## src/rtl/serial_word_scanner_pkg.sv

```systemverilog
// Shared definitions for the serial word scanner: default geometry of the
// external 32:1 bit-select mux and the two-state controller encoding.
package serial_word_scanner_pkg;

    // Default word width; must match the data width of the external mux.
    localparam int WIDTH_DEFAULT = 32;

    // Default select width, log2 of the word width.
    localparam int SEL_W_DEFAULT = 5;

    // Controller states: waiting for a word, or streaming its bits out.
    localparam logic [0:0] ST_IDLE  = 1'b0;
    localparam logic [0:0] ST_SHIFT = 1'b1;

endpackage

```

## src/rtl/serial_word_scanner.sv

```systemverilog
// Serial word scanner: accepts a word plus a bit count, parks the word on the
// data inputs of an external bit-select mux and walks the mux select through
// the requested bits, presenting one selected bit per accepted serial beat.
// The mux is combinational and lives outside this block, so ser_data is a
// straight wire from mux_out and there is no added latency on the bit path.
module serial_word_scanner
    import serial_word_scanner_pkg::*;
#(
    parameter int WIDTH     = WIDTH_DEFAULT,
    parameter int SEL_W     = SEL_W_DEFAULT,
    parameter int MSB_FIRST = 0
) (
    input  logic             clk,
    input  logic             rst,
    input  logic             load_valid,
    output logic             load_ready,
    input  logic [WIDTH-1:0] load_data,
    input  logic [SEL_W-1:0] load_len,
    output logic [WIDTH-1:0] mux_in,
    output logic [SEL_W-1:0] mux_sel,
    input  logic             mux_out,
    output logic             ser_valid,
    input  logic             ser_ready,
    output logic             ser_data,
    output logic             ser_last,
    output logic             done
);

    logic [0:0]       state;
    logic [SEL_W-1:0] remaining;
    logic             in_shift;
    logic             beat;
    logic             last_beat;
    logic             load_fire;
    logic [SEL_W-1:0] first_sel;
    logic [SEL_W-1:0] next_sel;

    // Handshake decode: a new word may enter while idle, or in the very cycle
    // the final bit of the current word is taken, which keeps back-to-back
    // words free of bubbles.
    always_comb begin
        in_shift   = (state == ST_SHIFT);
        beat       = in_shift && ser_ready;
        last_beat  = beat && (remaining == '0);
        load_ready = !in_shift || last_beat;
        load_fire  = load_valid && load_ready;
        ser_valid  = in_shift;
        ser_last   = in_shift && (remaining == '0);
        ser_data   = mux_out;
    end

    // Select stepping: LSB-first starts at bit 0 and counts up to load_len,
    // MSB-first starts at load_len and counts down to 0, so the index never
    // wraps even for a full-width word.
    always_comb begin
        if (MSB_FIRST != 0) begin
            first_sel = load_len;
            next_sel  = mux_sel - SEL_W'(1);
        end else begin
            first_sel = '0;
            next_sel  = mux_sel + SEL_W'(1);
        end
    end

    // Controller state and the done pulse; reset drops any word in flight
    // without announcing it.
    always_ff @(posedge clk) begin
        if (rst) begin
            state <= ST_IDLE;
            done  <= 1'b0;
        end else begin
            done <= last_beat;
            if (load_fire) begin
                state <= ST_SHIFT;
            end else if (last_beat) begin
                state <= ST_IDLE;
            end
        end
    end

    // Word, select and remaining-count registers; everything holds while the
    // consumer stalls so the presented bit stays stable.
    always_ff @(posedge clk) begin
        if (rst) begin
            mux_in    <= '0;
            mux_sel   <= '0;
            remaining <= '0;
        end else if (load_fire) begin
            mux_in    <= load_data;
            mux_sel   <= first_sel;
            remaining <= load_len;
        end else if (beat && !last_beat) begin
            mux_sel   <= next_sel;
            remaining <= remaining - SEL_W'(1);
        end
    end

endmodule

```

## config.mk

```make
export PLATFORM = sky130hd
export DESIGN_NAME = serial_word_scanner
export DESIGN_NICKNAME = d
export VERILOG_FILES = /design/src/rtl/serial_word_scanner_pkg.sv /design/src/rtl/serial_word_scanner.sv
export SDC_FILE = /design/constraint.sdc
export NUM_CORES = 1
export LEC_CHECK = 0
export ABC_AREA = 0
export BUFFER_PORTS_ARGS = -buffer_cell sky130_fd_sc_hd__buf_2
export CAP_MARGIN = 20
export CORE_MARGIN = 2
export CORE_UTILIZATION = 30
export CTS_BUF_LIST = sky130_fd_sc_hd__clkbuf_2 sky130_fd_sc_hd__clkbuf_4 sky130_fd_sc_hd__clkbuf_8
export DETAILED_ROUTE_END_ITERATION = 8
export GPL_ROUTABILITY_DRIVEN = 0
export PLACE_DENSITY = 0.67
export RECOVER_POWER = 100
export SYNTH_ARGS = -nofsm -noshare
export SYNTH_HDL_FRONTEND = slang
export SYNTH_SLANG_ARGS = --single-unit
```

## constraint.sdc

```tcl
create_clock -name clk -period 3.3 [get_ports clk]
set_input_delay 0.495 -clock clk [delete_from_list [all_inputs] [get_ports clk]]
set_output_delay 0.495 -clock clk [all_outputs]
set_load 0.005 [all_outputs]
```

==> metrics.yaml <==
outcome: "completed"
syn_inst: 208
required_ns: 3.51
cts_hold_buf: 0
maxSlewViolCount: 0
r2r_cells: 7
r2r_end: "mux_in[30]"
ir_drop_uv: 252
worstMarginPinSlew_ns: 1.18
period_needed_ns: 2.45
wl_per_cell_um: 11.4
synth.ff_latch_count: 44
hold_path.startpoint: "load_data[25]"
finClkSkew_ns: 0.00394
worst-path-max-fanout: 23
ctsResizeCount: 0
final_antenna_net_count: 0
antenna_found_initial: 0
period_share: 0.742
power_leakage_uw: 0.000949
cts_buffers: 5
yosys_warnings: 0
max-slew-margin-rel: 0.209
dieWidth_um: 79.7
syn_nets: 252
fp.dieH_um: 79.7
postCtsSetupBuffers: 0
wl_um: 4050
timing.rr.start: "remaining[0]"
clock.fmax_ghz: 0.408
final-setup-viol-count: 0
max-cap-violations: 0
drt-initial-drc-count: 45
cts_tree: "done"
clk_pin_slew_ns: 0.08
io_pins: 84
firstDrtPassIters: 4
die_area_sq_um: 6360
dp_hpwl_um: 2710
powerDensity_nw_per_um2: 518
clock_sinks: 44
hold_path.class: "input port to flip-flop"
root_buffer: "clkbuf_8"
cp.arrival_ns: 2.66
finalNetCount: 327
tns_ns: 0
min_path_cells: 3
rsz0062_at_grt: "false"
seq_area_frac_synth: 0.512
via_per_inst: 4.54
ys_types: 26
hold_viol: 0
grt_max_degree: 45
rrSetupSlack_ns: 0.85
core_region_area_sq_um: 5510
start_util: 0.312
hold-path-endpoint: "mux_in[25]"
end_kind: "flip-flop"
clk_latency_ns: 0.29
syn_area_per_cell_sq_um: 8.27
antenna_cells: 0
ctsLongestPathBuffers: 2
holdWs_ns: 0.436
h-tree-depth: 2
placementRows: 27
netlist_area_sq_um: 1720
critPathLaunchType: "flip-flop"
grt_use_total: 0.125
grt_pass1_wl_um: 6350
setup.worst_path.class: "flip-flop to flip-flop"
drc: 0
drive_gt1_frac: 0.264
port-buffer-count: 81
grt_overflow: 0
area_growth_pct: 28.7
grt_pass1_vias: 1466
vias: 1615
-- worst max-delay path, stage by stage (launching register included) --
cell and delay, ns:
dfxtp_1 0.38, inv_1 0.06, ha_1 0.22, nor4b_4 0.17
a31oi_2 0.96, buf_4 0.37, nand2_1 0.07, a21oi_1 0.14
-- per-layer routing --
layer	vias to the layer above	part of all wire	global-route usage
li1	838	-	-
met2	53	0.43	0.217
met5	-	0	0
met4	0	0.012	0.0414
met1	716	0.48	0.145
met3	8	0.074	0.0419
-- how the worst max path moves through the flow --
stage                      start           end  cells after the start
finish              remaining[0]    mux_in[30]                      7
global route        remaining[0]    mux_in[23]                      7
CTS                 remaining[0]  remaining[3]                      6
detailed placement  remaining[0]  remaining[3]                      6
global placement    remaining[0]  remaining[2]                      6
floorplan           remaining[0]  remaining[3]                      6
-- cell usage after synthesis --
| library cell | instances | share of area |
|---|---|---|
| a211oi_1 | 2 | 0.0087 |
| a21oi_1 | 35 | 0.10 |
| a2bb2oi_1 | 1 | 0.0051 |
| a31o_2 | 1 | 0.0051 |
| a31oi_1 | 1 | 0.0036 |
| and2_1 | 2 | 0.0073 |
| buf_1 | 1 | 0.0022 |
| buf_2 | 2 | 0.0058 |
| buf_4 | 5 | 0.022 |
| buf_6 | 2 | 0.013 |
| clkbuf_1 | 4 | 0.0087 |
| dfxtp_1 | 44 | 0.51 |
| ha_1 | 2 | 0.015 |
| inv_1 | 2 | 0.0044 |
| mux2i_1 | 2 | 0.012 |
| nand2_1 | 69 | 0.15 |
| nand3_1 | 6 | 0.017 |
| nor2_1 | 6 | 0.013 |
| nor2b_1 | 1 | 0.0036 |
| nor3_1 | 10 | 0.029 |
| nor3_2 | 1 | 0.0058 |
| nor4b_4 | 1 | 0.014 |
| o211ai_1 | 1 | 0.0044 |
| o31a_1 | 1 | 0.0051 |
| or4b_2 | 1 | 0.0058 |
| xnor2_1 | 5 | 0.025 |
-- report_power, final --
part	total (uW)	switching, uW	internal [uW]
Clock	359	172	187
Combinational	192	109	83.4
Sequential	595	25.3	569
Total	1150	306	840
-- through the flow --
stage	utilization	cells	setup WS, ns	power [uW]	cell area, sq um
2_1_floorplan	-	208	1.72	735	1720
3_3_place_gp	0.390	348	1.15	805	2150
3_5_place_dp	0.390	348	1.05	809	2150
4_1_cts	0.408	356	1.03	1170	2250
5_1_grt	0.402	356	0.620	1210	2210
6_report	0.402	356	0.850	1150	2210
-- cells by family (layout without fill, tap and decap cells) --
family,after synthesis,in the layout,share of synthesized area
simple gates,97,97,0.247
flops,44,44,0.512
compound gates,42,42,0.134
buf+inv,16,92,0.0560
xor+xnor,5,5,0.0255
fa+ha+maj,2,2,0.0145
mux,2,2,0.0116
-- sequential cells by signal (all words and copies together) (netlist names) --
name	cells
done	1
remaining	5
mux_in	32
mux_sel	5
ser_valid	1
-- layout make-up --
class,instances,area [sq um]
clock buffers,8,97.6
fillers,603,3290
inverters,2,7.51
multi-input cells,148,749
flip-flops and latches,44,881
well taps,72,90.1
repair buffers,82,388
-- cell usage in the layout (no fill, tap or decap) --
cell type  Yosys  layout
a211oi_1       2       2
a21oi_1       35      35
a2bb2oi_1      1       1
a31o_2         1       1
a31oi_2        0       1
and2_0         0       1
and2_1         2       1
buf_2          2      61
buf_4          5       1
clkbuf_1       4      20
clkbuf_4       0       2
clkbuf_8       0       6
dfxtp_1       44      44
ha_1           2       2
inv_1          2       2
mux2i_1        2       2
nand2_1       69      69
nand3_1        6       6
nor2_1         6       6
nor2b_1        1       1
nor3_1        10      10
nor3_2         1       1
nor4b_4        1       1
o211ai_1       1       1
o31a_1         1       1
or4b_2         1       1
xnor2_1        5       5
Power figures use the tool's default switching activity.
